<file path="src/rtl/snn_ctrl_if.sv">
// -----------------------------------------------------------------------------
// snn_ctrl_if: bundles every non-clock/reset signal of snn_ctrl.
//
// Handshake semantics (all signals synchronous to clk):
//   rx_rdy / clr_rx_rdy : rx_rdy is a level "byte pending" flag from the UART
//                         receiver. A byte is transferred on a rising clk edge
//                         where rx_rdy and clr_rx_rdy are both high.
//                         clr_rx_rdy is a one-cycle acknowledge asserted only
//                         while the controller is idle. A pending byte is
//                         otherwise left untouched in the UART.
//   snn_start / snn_done: snn_start is a one-cycle request; snn_done is a level
//                         that is sampled on every clock while the core runs.
//                         digit must be valid whenever snn_done is high.
//   tx_start / tx_done  : tx_start is a one-cycle request with tx_data valid
//                         from that cycle until the next request. tx_done can
//                         be a pulse or a level and is sampled only while the
//                         controller waits for the transmitter.
//
// Modports: master = controller side (snn_ctrl), slave = environment side.
// -----------------------------------------------------------------------------
interface snn_ctrl_if #(
  parameter int ADDR_W = 10
);
  logic              rx_rdy;
  logic [7:0]        rx_data;
  logic              clr_rx_rdy;
  logic              ram_we;
  logic [ADDR_W-1:0] ram_addr;
  logic              ram_data;
  logic [ADDR_W-1:0] snn_addr;
  logic              snn_start;
  logic              snn_done;
  logic [3:0]        digit;
  logic              tx_start;
  logic [7:0]        tx_data;
  logic              tx_done;
  logic [3:0]        result;
  logic              busy;

  modport master (
    input  rx_rdy, rx_data, snn_addr, snn_done, digit, tx_done,
    output clr_rx_rdy, ram_we, ram_addr, ram_data, snn_start,
           tx_start, tx_data, result, busy
  );

  modport slave (
    output rx_rdy, rx_data, snn_addr, snn_done, digit, tx_done,
    input  clr_rx_rdy, ram_we, ram_addr, ram_data, snn_start,
           tx_start, tx_data, result, busy
  );
endinterface

</file>
<file path="src/rtl/snn_ctrl.sv">
// -----------------------------------------------------------------------------
// snn_ctrl: top-level sequencer for one SNN inference pass.
//
// Flow: receive NUM_BYTES UART bytes and write them bit by bit (LSB first)
// into the 1-bit input-unit RAM; pulse snn_start; hand the RAM read address
// to the core (snn_addr) until snn_done; send the guessed digit as one ASCII
// byte ('0'..'9', '?' for digit > 9) and wait for the transmitter.
//
// Ports:
//   clk        system clock
//   rst        asynchronous, active-high reset
//   bus        snn_ctrl_if.master (UART rx/tx, input RAM, snn_core handshake,
//              result display, busy)
//   dbg_state  current FSM state encoding (observation only)
//
// Optional feature (macro SNN_CTRL_TIMEOUT_EN): a watchdog on the snn_done
// wait. After TIMEOUT_CYCLES RUN cycles without snn_done the controller
// transmits 'E' and leaves result unchanged. Without the macro RUN waits
// indefinitely.
// -----------------------------------------------------------------------------
module snn_ctrl #(
  parameter int NUM_BYTES      = 98,
  parameter int ADDR_W         = 10,
  parameter int TIMEOUT_CYCLES = 65536
) (
  input  logic              clk,
  input  logic              rst,
  snn_ctrl_if.master        bus,
  output logic [2:0]        dbg_state
);

  localparam int BYTE_W = $clog2(NUM_BYTES);

  typedef enum logic [2:0] {
    S_RX_WAIT = 3'd0,
    S_WRITE   = 3'd1,
    S_START   = 3'd2,
    S_RUN     = 3'd3,
    S_TX      = 3'd4,
    S_TX_WAIT = 3'd5
  } state_t;

  state_t            state, state_nx;
  logic [BYTE_W-1:0] byte_cnt;
  logic [2:0]        bit_cnt;
  logic [7:0]        shreg;
  logic [3:0]        result_q;
  logic [7:0]        tx_data_q;
  logic              timeout_hit;
  logic              last_byte;
  logic              last_bit;

  assign last_byte = (byte_cnt == BYTE_W'(NUM_BYTES - 1));
  assign last_bit  = (bit_cnt == 3'd7);

`ifdef SNN_CTRL_TIMEOUT_EN
  logic [16:0] wdog;

  // Cleared in START so the first RUN cycle sees zero.
  always_ff @(posedge clk or posedge rst) begin
    if (rst) begin
      wdog <= '0;
    end else if (state == S_START) begin
      wdog <= '0;
    end else if (state == S_RUN) begin
      wdog <= wdog + 17'd1;
    end
  end

  assign timeout_hit = (state == S_RUN) && (wdog == 17'(TIMEOUT_CYCLES - 1));
`else
  assign timeout_hit = 1'b0;
`endif

  // ASCII code of a digit; anything above 9 is reported as '?'.
  function automatic logic [7:0] digit_ascii(input logic [3:0] d);
    return (d <= 4'd9) ? (8'h30 + {4'h0, d}) : 8'h3F;
  endfunction

  // State register
  always_ff @(posedge clk or posedge rst) begin
    if (rst) begin
      state <= S_RX_WAIT;
    end else begin
      state <= state_nx;
    end
  end

  // Next state and combinational outputs
  always_comb begin
    state_nx       = state;
    bus.clr_rx_rdy = 1'b0;
    bus.ram_we     = 1'b0;
    bus.ram_addr   = '0;
    bus.ram_data   = 1'b0;
    bus.snn_start  = 1'b0;
    bus.tx_start   = 1'b0;
    case (state)
      S_RX_WAIT: begin
        if (bus.rx_rdy) begin
          bus.clr_rx_rdy = 1'b1;
          state_nx       = S_WRITE;
        end
      end
      S_WRITE: begin
        bus.ram_we   = 1'b1;
        // byte_cnt*8 + bit_cnt is a plain concatenation
        bus.ram_addr = ADDR_W'({byte_cnt, bit_cnt});
        bus.ram_data = shreg[0];
        if (last_bit) begin
          state_nx = last_byte ? S_START : S_RX_WAIT;
        end
      end
      S_START: begin
        bus.snn_start = 1'b1;
        bus.ram_addr  = bus.snn_addr;
        state_nx      = S_RUN;
      end
      S_RUN: begin
        bus.ram_addr = bus.snn_addr;
        if (bus.snn_done || timeout_hit) begin
          state_nx = S_TX;
        end
      end
      S_TX: begin
        bus.tx_start = 1'b1;
        state_nx     = S_TX_WAIT;
      end
      S_TX_WAIT: begin
        if (bus.tx_done) begin
          state_nx = S_RX_WAIT;
        end
      end
      default: state_nx = S_RX_WAIT;
    endcase
  end

  // Datapath registers
  always_ff @(posedge clk or posedge rst) begin
    if (rst) begin
      byte_cnt  <= '0;
      bit_cnt   <= '0;
      shreg     <= '0;
      result_q  <= '0;
      tx_data_q <= '0;
    end else begin
      case (state)
        S_RX_WAIT: begin
          if (bus.rx_rdy) begin
            shreg <= bus.rx_data;
          end
        end
        S_WRITE: begin
          shreg <= {1'b0, shreg[7:1]};
          if (last_bit) begin
            bit_cnt  <= '0;
            byte_cnt <= last_byte ? '0 : byte_cnt + 1'b1;
          end else begin
            bit_cnt <= bit_cnt + 3'd1;
          end
        end
        S_RUN: begin
          // snn_done has priority over a watchdog expiry in the same cycle
          if (bus.snn_done) begin
            result_q  <= bus.digit;
            tx_data_q <= digit_ascii(bus.digit);
          end else if (timeout_hit) begin
            tx_data_q <= 8'h45;
          end
        end
        default: ;
      endcase
    end
  end

  assign bus.result  = result_q;
  assign bus.tx_data = tx_data_q;
  assign bus.busy    = (state != S_RX_WAIT);
  assign dbg_state   = state;

endmodule

</file>
<file path="src/flat_wrapper.sv">
// flat-port wrapper written by rule: the top's interface ports become plain ports
module snn_ctrl_flat 
#(
  parameter int NUM_BYTES      = 98,
  parameter int ADDR_W         = 10,
  parameter int TIMEOUT_CYCLES = 65536
)
  (clk, rst, dbg_state, bus_rx_rdy, bus_rx_data, bus_snn_addr, bus_snn_done, bus_digit, bus_tx_done, bus_clr_rx_rdy, bus_ram_we, bus_ram_addr, bus_ram_data, bus_snn_start, bus_tx_start, bus_tx_data, bus_result, bus_busy);
  snn_ctrl_if #(.ADDR_W(ADDR_W)) bus_i ();
  input  logic clk;
  input  logic rst;
  output logic [2:0] dbg_state;
  input wire logic [$bits(bus_i.rx_rdy)-1:0] bus_rx_rdy;
  input wire logic [$bits(bus_i.rx_data)-1:0] bus_rx_data;
  input wire logic [$bits(bus_i.snn_addr)-1:0] bus_snn_addr;
  input wire logic [$bits(bus_i.snn_done)-1:0] bus_snn_done;
  input wire logic [$bits(bus_i.digit)-1:0] bus_digit;
  input wire logic [$bits(bus_i.tx_done)-1:0] bus_tx_done;
  output wire logic [$bits(bus_i.clr_rx_rdy)-1:0] bus_clr_rx_rdy;
  output wire logic [$bits(bus_i.ram_we)-1:0] bus_ram_we;
  output wire logic [$bits(bus_i.ram_addr)-1:0] bus_ram_addr;
  output wire logic [$bits(bus_i.ram_data)-1:0] bus_ram_data;
  output wire logic [$bits(bus_i.snn_start)-1:0] bus_snn_start;
  output wire logic [$bits(bus_i.tx_start)-1:0] bus_tx_start;
  output wire logic [$bits(bus_i.tx_data)-1:0] bus_tx_data;
  output wire logic [$bits(bus_i.result)-1:0] bus_result;
  output wire logic [$bits(bus_i.busy)-1:0] bus_busy;
  assign bus_i.rx_rdy = bus_rx_rdy;
  assign bus_i.rx_data = bus_rx_data;
  assign bus_i.snn_addr = bus_snn_addr;
  assign bus_i.snn_done = bus_snn_done;
  assign bus_i.digit = bus_digit;
  assign bus_i.tx_done = bus_tx_done;
  assign bus_clr_rx_rdy = bus_i.clr_rx_rdy;
  assign bus_ram_we = bus_i.ram_we;
  assign bus_ram_addr = bus_i.ram_addr;
  assign bus_ram_data = bus_i.ram_data;
  assign bus_snn_start = bus_i.snn_start;
  assign bus_tx_start = bus_i.tx_start;
  assign bus_tx_data = bus_i.tx_data;
  assign bus_result = bus_i.result;
  assign bus_busy = bus_i.busy;
  snn_ctrl #(.NUM_BYTES(NUM_BYTES), .ADDR_W(ADDR_W), .TIMEOUT_CYCLES(TIMEOUT_CYCLES)) u_core (.clk(clk), .rst(rst), .bus(bus_i), .dbg_state(dbg_state));
endmodule
</file>
<file path="config.mk">
export PLATFORM = sky130hd
export DESIGN_NAME = snn_ctrl_flat
export DESIGN_NICKNAME = d
export VERILOG_FILES = /design/src/rtl/snn_ctrl_if.sv /design/src/rtl/snn_ctrl.sv /design/src/flat_wrapper.sv
export SDC_FILE = /design/constraint.sdc
export NUM_CORES = 1
export LEC_CHECK = 0
export CAP_MARGIN = 20
export CORE_ASPECT_RATIO = 0.5
export CORE_UTILIZATION = 40
export DETAILED_ROUTE_END_ITERATION = 7
export GPL_ROUTABILITY_DRIVEN = 0
export PLACE_DENSITY = 0.75
export SYNTH_ARGS = -nofsm -noshare
export SYNTH_HDL_FRONTEND = slang
export SYNTH_SLANG_ARGS = --single-unit
</file>
<file path="constraint.sdc">
create_clock -name clk -period 1.7 [get_ports clk]
set_input_delay 0.34 -clock clk [delete_from_list [all_inputs] [get_ports clk]]
set_output_delay 0.34 -clock clk [all_outputs]
set_load 0.05 [all_outputs]
</file>
==> metrics <==
final worst-path cycle share 114%; largest net degree at the start of global routing 31; Min-Delay Path Class input port to asynchronous set/reset pin; H-tree depth 2; gr ovfl total 0; Core Box Area about 3600 µm²; status finished with violations; Final ANT Viol Nets 0; Port Buffers 55; Num CTS Buffers 5; initial antenna violation count 0; RSZ-0062 raised after global routing yes; cell family with most CP delay simple AND/OR/NAND/NOR gates; dpl hpwl 2940 µm; synthesized area per cell between 9 and 10 µm²; Die ar. roughly 4200 µm²; #FFs+latches synth 30; Die H 46.1 µm; power consumption between 4 and 5 mW; setup ws final -246 ps; CP Class flip-flop to primary output; register area about 750 µm²; clock sink count 30; # hold bufs at CTS 0; worst-path fanout max 6; clock root cell clkbuf_8; Max Slew Vio Count 0; Clock transition at path regs roughly 70 ps; Power Dens Cells about 1500 nW/µm²; Bufs and invs on worst path 2; GRT Util Overall between 20% and 30%; Async SR Flop Fraction 100%; layout cells sized above 1 between 40% and 50%; number of diodes 0; vias in the first global route 1359; number of fill cells 245; Crit. End Element primary output; Post-synth EDFFs 0; min Tclk post-route slightly below 2000 ps; Syn Inst Count around 160; Worst R2R Setup Slack ~80 ps; Most used DFF post-synth dfrtp_1; footprint of the multi-input gates roughly 850 µm²; first-pass GRT wire length between 6000 and 7000 µm; Layout Utilization between 70 and 80%; Final setup viols 14; clk_lat worst skew approximately 280 ps; vias approximately 1500; startpoint type of the worst setup path flip-flop; maximum vdd drop roughly 0.7 mV; CTS tree built; Core Rows 15; slowest CP cell or3b_4; crit path DAT around 1600 ps; routed wire length about 4300 µm; Final Hold Fails 0; DRC viols 0; Pre-antenna DRT Iters 5; nets 265; crit-path cells or3b_4, buf_8, o21ai_4, buf_12; Yosys cell types between 40 and 50; TNS Setup -2400 ps; post-synthesis sequential area ratio about half; Setup Skew between 7 and 8 ps; Synth warnings 0; Max Cap Viol 0; Initial DRC Count 51; Design Area, Final 2700 µm²; CP max stage delay approximately 450 ps; Leakage ~1.2 nW; routed length per instance about 15 µm; failing checks negative setup slack; area grow syn2layout 73.1%; Ports 58; Starting Density between 40 and 50%; dpl cell area roughly 2400 µm²; Via density roughly 5.2; Cell Area, Synth between 1500 and 2000 µm²; chip width 90.3 µm; Worst Path Required 1360 ps; fmax 0.514 GHz; clock tree buffer depth 2
==> through the flow <==
step	instances	setup WS, ps	hold WS [ps]
floorplan	160	-322	431
global placement	272	37.1	469
detailed placement	272	13.5	479
CTS	280	-235	451
global route	286	-280	500
finish	286	-246	426
==> cells in the final DEF, fill, tap and decap left out, drive strengths merged, types with 2 or more instances in the layout <==
master         synthesis  routed
buf                    7      52
dfrtp                 30      30
nand2                 25      25
clkdlybuf4s50          0      26
o22ai                  8       8
mux2                   5       5
nand3                  4       4
nor2b                  2       2
nor3                   8       8
inv                    6       6
clkbuf                 4       7
o21ai                 10      10
mux2i                  2       2
nor2                   9       9
a22o                   8       8
conb                   1       2
ha                     4       4
clkinv                 2       3
a21oi                  5       5
==> flip-flops by register name, indices dropped and copies added (netlist names) <==
register	cells
u_core.bit_cnt	3
u_core.bus.result	4
u_core.bus.tx_data	5
u_core.byte_cnt	7
u_core.dbg_state	3
u_core.shreg	8
==> power by group <==
group | switching [mW] | internal (mW) | total, mW | leakage [nW]
registers | 0.132 | 0.892 | 1.02 | 0.390
clock network | 0.267 | 0.326 | 0.593 | 0.0482
logic | 1.38 | 1.17 | 2.54 | 0.781
==> cell families (layout without fill, tap and decap cells) <==
group	after synthesis	count (layout)	share of synthesized area, %
DFF	30	30	48.2
and+or+nand+nor	60	60	20.1
muxes	7	7	4.90
AOI/OAI and AO/OA	37	37	16.0
buffers and inverters	19	94	6.90
other	1	2	0.241
xor gates and xnor gates	1	1	0.562
adders and majority gates	4	4	3.21
==> what timing repair did <==
item | 4_1_cts | 5_1_grt
pin swaps | 1 | 4
endpoints found under the setup margin | 15 | 16
setup buffers | 0 | 6
endpoints found under the hold margin | 0 | 0
resized for setup | 7 | 28
==> final timing paths <==
path                                        from               endpoint  depth (start not counted)
min in group clk           u_core.bus.tx_data[2]  u_core.bus.tx_data[2]                          2
setup reg to reg               u_core.bit_cnt[0]    u_core.dbg_state[0]                          5
hold / removal                               rst        u_core.shreg[6]                          3
setup / recovery             u_core.dbg_state[2]        bus_ram_addr[8]                          4
hold reg to reg            u_core.bus.tx_data[2]  u_core.bus.tx_data[2]                          2
max in group asynchronous                    rst    u_core.dbg_state[2]                          3
==> metal layers <==
metal	part of all wire [%]	GRT usage (%)	routed length [µm]
met5	0	0	0
met4	1.4	5.81	59
met3	4.0	6.27	172
met2	50	38.8	2160
met1	45	25.1	1930
==> area by class of cell <==
type / count / share of cell area, %
repair buffers: 78 / 33.3
flip-flops and latches: 30 / 28.0
clock inverters: 1 / 0.185
clock buffers: 7 / 3.20
well taps: 51 / 2.36
inverters: 8 / 1.62
multi-input cells: 111 / 31.4
==> cells in the mapped netlist (2+ instances only) <==
| cell | count | area share, % |
|---|---|---|
| dfrtp_1 | 30 | 48 |
| inv_1 | 6 | 1.4 |
| o21ai_0 | 10 | 3.2 |
| mux2_2 | 5 | 3.6 |
| clkbuf_1 | 4 | 0.96 |
| nor2_1 | 9 | 2.2 |
| nor2b_1 | 2 | 0.80 |
| buf_4 | 4 | 1.9 |
| nor3_1 | 8 | 2.6 |
| nand3_1 | 3 | 0.96 |
| nand2_1 | 23 | 5.5 |
| mux2i_1 | 2 | 1.3 |
| a21oi_1 | 5 | 1.6 |
| o22ai_1 | 8 | 3.2 |
| a22o_1 | 8 | 4.5 |
| ha_1 | 4 | 3.2 |
| buf_6 | 2 | 1.4 |
==> worst register-to-register path: stages (launching register included) <==
cell and delay [ps]:
dfrtp_1 420, ha_1 220, ha_1 220, mux2i_1 190, o21ai_0 120, a221oi_1 330
Power figures use the tool's default switching activity.
